`config.mk`:
```
export PLATFORM = sky130hd
export DESIGN_NAME = rect_sub_column_seq
export DESIGN_NICKNAME = d
export VERILOG_FILES = /design/src/rtl/rect_sub_column_seq.sv
export SDC_FILE = /design/constraint.sdc
export NUM_CORES = 1
export LEC_CHECK = 0
export CAP_MARGIN = 20
export CORE_MARGIN = 2
export CORE_UTILIZATION = 50
export DETAILED_ROUTE_END_ITERATION = 8
export GPL_ROUTABILITY_DRIVEN = 0
export HOLD_SLACK_MARGIN = 0.08
export PLACE_DENSITY = 0.82
export SYNTH_ARGS = -nofsm -noshare
export SYNTH_HDL_FRONTEND = slang
export SYNTH_SLANG_ARGS = --single-unit
```
`constraint.sdc`:
```
create_clock -name clk -period 3.5 [get_ports clk]
set_input_delay 0.525 -clock clk [delete_from_list [all_inputs] [get_ports clk]]
set_output_delay 0.525 -clock clk [all_outputs]
set_load 0.03 [all_outputs]
```
`src/rtl/rect_sub_column_seq.sv`:
```
// RECTANGLE round front-end: AddRoundKey then SubColumn, COLS_PER_CYCLE columns
// per clock. The finished state is held on sub_state for the ShiftRow stage.
module rect_sub_column_seq #(
  parameter int unsigned COLS_PER_CYCLE = 4
) (
  input  logic        clk,
  input  logic        rst_n,
  input  logic        in_valid,
  output logic        in_ready,
  input  logic [63:0] state_in,
  input  logic [63:0] round_key,
  output logic        out_valid,
  input  logic        out_ready,
  output logic [63:0] sub_state,
  output logic        busy
);

  localparam logic [1:0] StIdle = 2'd0;
  localparam logic [1:0] StBusy = 2'd1;
  localparam logic [1:0] StDone = 2'd2;

  localparam logic [4:0] ColStep = 5'(COLS_PER_CYCLE);

  // Only divisors of 16 give a whole number of BUSY cycles.
  generate
    if (!(COLS_PER_CYCLE == 1 || COLS_PER_CYCLE == 2 || COLS_PER_CYCLE == 4 ||
          COLS_PER_CYCLE == 8 || COLS_PER_CYCLE == 16)) begin : g_bad_cols
      $fatal(1, "rect_sub_column_seq: COLS_PER_CYCLE must be 1, 2, 4, 8 or 16");
    end
  endgenerate

  logic [1:0]  state_q, state_d;
  logic [4:0]  cnt_q, cnt_d;
  logic [63:0] work_q, work_d;
  logic [63:0] res_q, res_d;
  logic [63:0] sub_work;
  logic [3:0]  col_arr [16];
  logic [3:0]  col_idx;

  function automatic logic [3:0] sbox(input logic [3:0] x);
    logic [3:0] y;
    case (x)
      4'h0: y = 4'h6;
      4'h1: y = 4'h5;
      4'h2: y = 4'hC;
      4'h3: y = 4'hA;
      4'h4: y = 4'h1;
      4'h5: y = 4'hE;
      4'h6: y = 4'h7;
      4'h7: y = 4'h9;
      4'h8: y = 4'hB;
      4'h9: y = 4'h0;
      4'hA: y = 4'h3;
      4'hB: y = 4'hD;
      4'hC: y = 4'h8;
      4'hD: y = 4'hF;
      4'hE: y = 4'h4;
      default: y = 4'h2;
    endcase
    return y;
  endfunction

  // Substitute the window of columns starting at the counter; others pass through.
  always_comb begin
    for (int j = 0; j < 16; j++) begin
      col_arr[j] = {work_q[48+j], work_q[32+j], work_q[16+j], work_q[j]};
    end
    col_idx = '0;
    for (int k = 0; k < int'(COLS_PER_CYCLE); k++) begin
      // The counter is a multiple of the step, so the window never passes column 15.
      col_idx          = cnt_q[3:0] + 4'(k);
      col_arr[col_idx] = sbox(col_arr[col_idx]);
    end
    sub_work = '0;
    for (int j = 0; j < 16; j++) begin
      sub_work[j]    = col_arr[j][0];
      sub_work[16+j] = col_arr[j][1];
      sub_work[32+j] = col_arr[j][2];
      sub_work[48+j] = col_arr[j][3];
    end
  end

  // Next-state logic for the IDLE -> BUSY -> DONE handshake sequence.
  always_comb begin
    state_d = state_q;
    cnt_d   = cnt_q;
    work_d  = work_q;
    res_d   = res_q;
    case (state_q)
      StIdle: begin
        if (in_valid) begin
          // Key is mixed in once here; round_key is not looked at again.
          work_d  = state_in ^ round_key;
          cnt_d   = '0;
          state_d = StBusy;
        end
      end
      StBusy: begin
        work_d = sub_work;
        cnt_d  = cnt_q + ColStep;
        if (cnt_d == 5'd16) begin
          // Result register is only loaded with a fully substituted state.
          res_d   = sub_work;
          state_d = StDone;
        end
      end
      StDone: begin
        if (out_ready) begin
          state_d = StIdle;
        end
      end
      default: state_d = StIdle;
    endcase
  end

  // State registers with asynchronous active-low reset.
  always_ff @(posedge clk or negedge rst_n) begin
    if (!rst_n) begin
      state_q <= StIdle;
      cnt_q   <= '0;
      work_q  <= '0;
      res_q   <= '0;
    end else begin
      state_q <= state_d;
      cnt_q   <= cnt_d;
      work_q  <= work_d;
      res_q   <= res_d;
    end
  end

  // Outputs decode directly from state so they never depend on inputs.
  always_comb begin
    in_ready  = (state_q == StIdle);
    busy      = (state_q == StBusy);
    out_valid = (state_q == StDone);
    sub_state = res_q;
  end

endmodule

```
# [Word level (Yosys, flattened, before mapping)]
# Memory sizes are Yosys's and may differ from the RTL's.
# Cells that the tools add are included.
[classes] add_sub_neg=4 eq_ne=6 magnitude_cmp=8 n_reduce_logical=9 mux=32 n_bitwise=5
[op_table] op="$bwmux 64" count=4
[op_table] op="$pmux 64 s2" count=1
[op_table] op="$bmux 4 s4" count=4
[op_table] op="$demux 4 s4" count=4
[op_table] op="$mux 64" count=1
[op_table] op="$xor 64x64->64" count=1
[op_table] op="$mux 4" count=12
[op_table] op="$ge 5x5->1 const B" count=4
[op_table] op="$lt 5x1->1 const B" count=4
[op_table] op="$not 4->5" count=4
[op_table] op="$pmux 5 s2" count=1
[op_table] op="$add 4x2->4 const B" count=2
[op_table] op="$mux 2" count=3
[op_table] op="$pmux 2 s3" count=1
[op_table] op="$add 5x3->5 const B" count=1
[op_table] op="$eq 5x5->1 const B" count=1
[op_table] op="$mux 5" count=1
[op_table] op="$add 4x1->4 const B" count=1
[op_table] op="$logic_and 1x1->1" count=4
[op_table] op="$ne 2x1->1 const B" count=2
[op_table] op="$reduce_and 2->1" count=2
[op_table] op="$reduce_and 3->1" count=1
[op_table] op="$eq 2x1->1 const B" count=1
[op_table] op="$eq 2x2->1 const B" count=1
[op_table] op="3 further kinds" count=3
[word_totals] mem_bits_ro=256 output_inout_bits=67 mem_count=4 register_bits=135
[memory_table] memory="(name not given)" depth=16 word_bits=4 read_ports=1 rd_clocked_by_memory_dff=0 wr=0 line_no="42" text="case (x)"
[memory_table] memory="(name not given)" depth=16 word_bits=4 read_ports=1 rd_clocked_by_memory_dff=0 wr=0 line_no="42"
[memory_table] memory="(name not given)" depth=16 word_bits=4 read_ports=1 rd_clocked_by_memory_dff=0 wr=0 line_no="42"
[memory_table] memory="(name not given)" depth=16 word_bits=4 read_ports=1 rd_clocked_by_memory_dff=0 wr=0 line_no="42"

# [Depth between registers and ports, before layout]
# An unclocked memory read counts as a cell.
[logic_depth] ltp_word=22 depth_mapped=10 ltp_nobuf=8

# [Least setup slack after synthesis]
# No wires, ideal clock.
[synth_timing] path_type="register to register" from="register cnt_q[3]" to="register res_q[17] (netlist: sub_state[17])" synth_period_minus_slack_ns=2.523 required_time_ns=3.382 slack_ns=0.977 stages_incl_launch_ff=9 arrival_ns=2.405 path_cell_list="dfrtp_1 buf_2 mux4_1 inv_1 ha_1 mux2_4 mux2i_4 a21oi_1 a21o_1"
[synth_between] elab_chain_cells=21 elab_cells_between_ends=50 cone_classes="add/sub: 4; order compare: 8; eq/ne: 1; mux: 24; bitwise: 4; reduce/logical: 5; memory: 4"
[synth_lines] element="from (decl)" line_no="33" text="logic [4:0] cnt_q, cnt_d;"
[synth_lines] element="from (signal assigned)" line_no="125" text="cnt_q <= cnt_d;"
[synth_lines] element="$not 4->5 (implied by the code)" line_no="72" text="col_arr[col_idx] = sbox(col_arr[col_idx]);"
[synth_lines] element="$bmux 4 s4, or another cell as far along" line_no="72"
[synth_lines] element="$mux 4 (implied by the code) or $logic_and 1x1->1 (tied branches)" line_no="72"
[synth_lines] element="$mux 4 (implied by the code)" line_no="72"
[synth_lines] element="$mem_v2 16x4 or $demux 4 s4 (tied branches)"
[synth_lines] element="$bwmux 64" line_no="72"
[synth_lines] element="$bmux 4 s4" line_no="72"
[synth_lines] element="$mux 4 (implied by the code) (2 in series)" line_no="72"
[synth_lines] element="(+2 left out)"
[synth_lines] element="$bmux 4 s4" line_no="72"
[synth_lines] element="$mux 4 (implied by the code) (2 in series)" line_no="72"
[synth_lines] element="$mem_v2 16x4"
[synth_lines] element="$bwmux 64" line_no="72"
[synth_lines] element="$bmux 4 s4" line_no="72"
[synth_lines] element="$mux 4 (implied by the code) (2 in series)" line_no="72"
[synth_lines] element="$mem_v2 16x4"
[synth_lines] element="$bwmux 64" line_no="72"
[synth_lines] element="to (signal assigned)" line_no="127" text="res_q <= res_d;"
[synth_lines] element="to (decl)" line_no="35" text="logic [63:0] res_q, res_d;"
# Several ways; a longest one is shown, not always the timed one. The select of a mux whose other input is x is not followed.
# A chain may end at the register's enable or synchronous reset.

# [Final worst setup path]
[layout_timing] from="register cnt_q[2]" to="register res_q[30] (netlist: sub_state[30])"
# Same word-level chain as after synthesis.

==> impl.org <==
** Drt
- WL per Instance :: 21.0 um
- Sum of routed wire length over all layers :: 23.2 mm
- In this run the remaining antenna-violating nets after routing total 0.
- Detailed router's first-iteration violation count :: between 700 and 800
- Number of iterations in the first detailed-routing pass :: 6
- In the routed layout, each cell is associated on average with a via count of a little over 6.
- # DRC :: 0
- Overall via count from detail_route :: approximately 7k

** Synth
- Area share of and/or/nand/nor cells after synthesis :: under 10%
- Count of flip-flops with a built-in enable after synthesis :: 0
- Top-area cell type share of the netlist area :: 44.0%
- The synthesized netlist devotes 23.3% of its cell area to compound gates.
- Number of synthesis warnings :: 0
- Counting every instance in the synthesized netlist gives ~730.
- Cell accounting for the most synthesized area :: sky130_fd_sc_hd__dfrtp_1
- The cell area that synthesis handed to floorplanning was around 7600 um^2.
- Number of different library cells in the post-synthesis netlist :: 44
- Synthesis inferred 133 register bits.
- Area share of fa/ha/maj cells after synthesis :: 4.30%
- Number of nets in the synthesized netlist :: about 890
- Combinational family with the most area after synthesis :: compound AO/OA/AOI/OAI gates
- Fraction of the yosys area taken by sequential cells :: 44.0%
- Multiplexer area fraction after synthesis :: between 8 and 9%
- The most used flip-flop cell after synthesis is sky130_fd_sc_hd__dfrtp_1.
- Syn avg cell area :: 10.4 um^2
- In the post-synthesis netlist, the biggest area contributors are sky130_fd_sc_hd__dfrtp_1, sky130_fd_sc_hd__xor2_1, sky130_fd_sc_hd__o21ai_0, sky130_fd_sc_hd__a21oi_1, sky130_fd_sc_hd__a22oi_1.
- XOR/XNOR Fraction of Synth Area :: 8.11%
- In the synthesized netlist the async set-or-reset flop fraction comes to 100%.

** STA
- Number of failing hold endpoints at the final stage :: 0
- Timing would allow up to 0.335 GHz.
- Minimum clock period after layout :: 2.99 ns
- Final Max Tran Viols :: 0
- Worst hold slack after final layout :: 0.145 ns
- Total Negative Setup Slacks :: 0 ns
- Portion of the clock cycle consumed by the worst path in the final layout :: 85.3%
- Headroom to the max-slew limit came out at 47.3%.
- On the final layout, the worst clock skew is 0.00579 ns.
- Setup repair after global routing left no endpoint under its margin.
- Setup violations remaining at the end of the flow were counted as 0.
- At the pin with the least slew margin, the transition time is slightly below 0.8 ns.

** Global routing
- The first global-routing pass estimated 36.0 mm of wire.
- Grt total ovfl :: 0
- The initial antenna violation count is 0.
- The via count of the first global-routing pass was around 6.7k.
- Pin count of the biggest net entering global routing :: ~130
- Gr usage total :: between 20 and 30%

** Floorplan
- 199 I/O pins were placed.
- Die outline area :: approximately 16000 um^2
- From bottom edge to top edge, the die measures 127 um.
- Initial cell density of the core :: 51.6%
- Die Width :: 127 um
- Row generation in the floorplan step produced between 40 and 50 rows.
- Core Region :: 14600 um^2

** Worst setup path
- At the worst endpoint, the required time is between 3 and 4 ns.
- The worst register-to-register path ends at sub_state[30].
- In this run the critical register-to-register path is launched from cnt_q[2].
- Across all register-to-register paths, the minimum setup slack is a little over 0.5 ns.
- Element type at the critical path start :: flip-flop
- Register-to-Register Path Depth :: 6
- Data arrives at the worst endpoint at 3.27 ns.
- STA classifies the critical path endpoint as a flip-flop.
- Critical Path Source :: cnt_q[2]
- Crit path to :: sub_state[30]
- Crit path max fanout :: 10
- The critical path is of the flip-flop to flip-flop type.

** Clock tree
- CTS saw 133 sinks.
- CTS built an H-tree with a depth of 4.
- Number of buffers inserted during clock tree synthesis :: 17
- The number of setup buffers added after CTS is 0.
- In this run, post-CTS repair resized a total of 0 instances.
- Clock root buffer :: sky130_fd_sc_hd__clkbuf_16
- The longest clock path from root to sink contains 2 buffers.
- For the worst-skew pair, the clock arrives at the later sink with an insertion delay of 0.43 ns.
- After clock tree synthesis, the clock-pin slew on the worst setup and hold paths is 0.06 ns.
- The number of hold buffers added after CTS was 0.
- TritonCTS built the clock tree.

** Pwr
- In this run the static leakage power is 4.32 nW.
- In this run the power density over the cells is 1180 nW/um^2.
- The worst-case IR drop observed on VDD is 0.627 mV.

** Status
- The run finished with clean final reports.

** Finish
- P&R area growth vs syn :: 35.1%
- The final layout contains 1065 nets.
- Ant. Diodes :: 0
- Fillers :: 1097
- Post-layout instance area :: roughly 10000 um^2
- Area used by sequential logic in the layout :: 3330 um^2
- Cells with a size suffix above 1 make up 6.86% of the layout.
- Multi-input combinational cell area :: 3950 um^2

** Placement
- In this run the tool buffered the top-level ports with 198 buffer cells.
- The placed instances occupy a cell area of 9650 um^2.
- Detailed placement finished with a half-perimeter wire length of roughly 16 mm.

** Run
- Max-cap violations in this run came to 0.

** Min path
- Tightest Hold Check Type :: primary input to async pin
critical path: stages, from the launching register on:
cell and delay, ns:
sky130_fd_sc_hd__dfrtp_1 0.63, sky130_fd_sc_hd__buf_4 0.29, sky130_fd_sc_hd__mux4_1 0.69, sky130_fd_sc_hd__ha_1 0.40, sky130_fd_sc_hd__mux2i_1 0.11, sky130_fd_sc_hd__xnor2_1 0.52
sky130_fd_sc_hd__o21ai_0 0.18
cells in the mapped netlist, types with 5 or more instances:
master                     instances
sky130_fd_sc_hd__a221o_1          16
sky130_fd_sc_hd__a31oi_1           8
sky130_fd_sc_hd__mux4_2           10
sky130_fd_sc_hd__a21o_1           26
sky130_fd_sc_hd__buf_2             6
sky130_fd_sc_hd__and2_1            5
sky130_fd_sc_hd__a21oi_2           5
sky130_fd_sc_hd__o21ai_1           7
sky130_fd_sc_hd__dfrtp_1         133
sky130_fd_sc_hd__mux4_1            6
sky130_fd_sc_hd__inv_1            14
sky130_fd_sc_hd__xor2_1           56
sky130_fd_sc_hd__o22ai_1          12
sky130_fd_sc_hd__xnor2_1          14
sky130_fd_sc_hd__mux2i_1          17
sky130_fd_sc_hd__a21oi_1          69
sky130_fd_sc_hd__nand2_1          21
sky130_fd_sc_hd__o21ai_0          95
sky130_fd_sc_hd__or3_1             8
sky130_fd_sc_hd__ha_1             26
sky130_fd_sc_hd__nor3b_1          28
sky130_fd_sc_hd__nor2_1           27
sky130_fd_sc_hd__nand2b_1          9
sky130_fd_sc_hd__a22oi_1          44
sky130_fd_sc_hd__clkbuf_1         37
sequential cells by signal (all words and copies together), names as in the netlist:
name,count
sub_state,64
work_q,64
cnt_q,3
state_q,2
layout make-up:
| cell class | instances | area share (%) |
|---|---|---|
| Multi-Input combinational cell | 530 | 38.7 |
| Clock inverter | 4 | 0.686 |
| Clock buffer | 27 | 4.83 |
| Inverter | 15 | 0.551 |
| Timing Repair Buffer | 210 | 20.4 |
| Tap cell | 184 | 2.25 |
| Sequential cell | 133 | 32.6 |
how the worst min path moves through the flow:
| stage | start | endpoint | depth (start not counted) |
|---|---|---|---|
| 2_1_floorplan | rst_n | cnt_q[2] | 0 |
| 3_3_place_gp | sub_state[20] | sub_state[20] | 1 |
| 3_5_place_dp | sub_state[24] | sub_state[24] | 1 |
| 4_1_cts | rst_n | sub_state[9] | 2 |
| 5_1_grt | rst_n | work_q[10] | 2 |
| 6_report | rst_n | sub_state[6] | 2 |
report_power, final:
| group | leakage, nW | internal [mW] | switching (mW) |
|---|---|---|---|
| clock | 0.275 | 1.10 | 0.640 |
| sequential | 1.62 | 2.31 | 0.628 |
| combinational | 2.42 | 2.80 | 4.59 |
cell families after synthesis:
group	count (synthesis)
AND/OR/NAND/NOR	107
flip-flops	133
XOR/XNOR	70
buffers and inverters	66
AO/OA/AOI/OAI	287
adder cells (fa/ha/maj)	26
multiplexers	40
metrics by stage:
stage,power [mW],setup slack [ns],std cells,util (%)
2_1_floorplan,7.74,0.977,729,-
3_3_place_gp,9.97,0.683,1072,65.9
3_5_place_dp,10.1,0.586,1072,65.9
4_1_cts,11.9,0.566,1103,69.7
5_1_grt,12.7,0.364,1103,69.7
6_report,12.1,0.515,1103,69.7
routing by layer:
metal | vias up | global-route usage (%) | part of all wire (%) | wire length, um
li1 | 3032 | - | - | -
met1 | 3376 | 37.1 | 39 | 8970
met2 | 418 | 47.4 | 50 | 11600
met3 | 56 | 6.54 | 8.5 | 1970
met4 | 0 | 12.1 | 2.6 | 600
met5 | - | 0 | 0 | 0
cells in the final DEF, fill, tap and decap left out, types with 9 or more instances in the layout:
cell                              count
sky130_fd_sc_hd__mux4_2              10
sky130_fd_sc_hd__nand2b_1             9
sky130_fd_sc_hd__a21o_1              26
sky130_fd_sc_hd__mux2i_1             17
sky130_fd_sc_hd__dfrtp_1            133
sky130_fd_sc_hd__nand2_1             20
sky130_fd_sc_hd__nor3b_1             28
sky130_fd_sc_hd__a22oi_1             44
sky130_fd_sc_hd__ha_1                26
sky130_fd_sc_hd__clkdlybuf4s50_1    197
sky130_fd_sc_hd__buf_4               12
sky130_fd_sc_hd__o22ai_1             12
sky130_fd_sc_hd__inv_1               14
sky130_fd_sc_hd__o21ai_0             95
sky130_fd_sc_hd__a221o_1             16
sky130_fd_sc_hd__xnor2_1             14
sky130_fd_sc_hd__a21oi_1             69
sky130_fd_sc_hd__nor2_1              26
sky130_fd_sc_hd__clkbuf_16           17
sky130_fd_sc_hd__xor2_1              56
No activity file was read; power rests on OpenSTA's default activity.
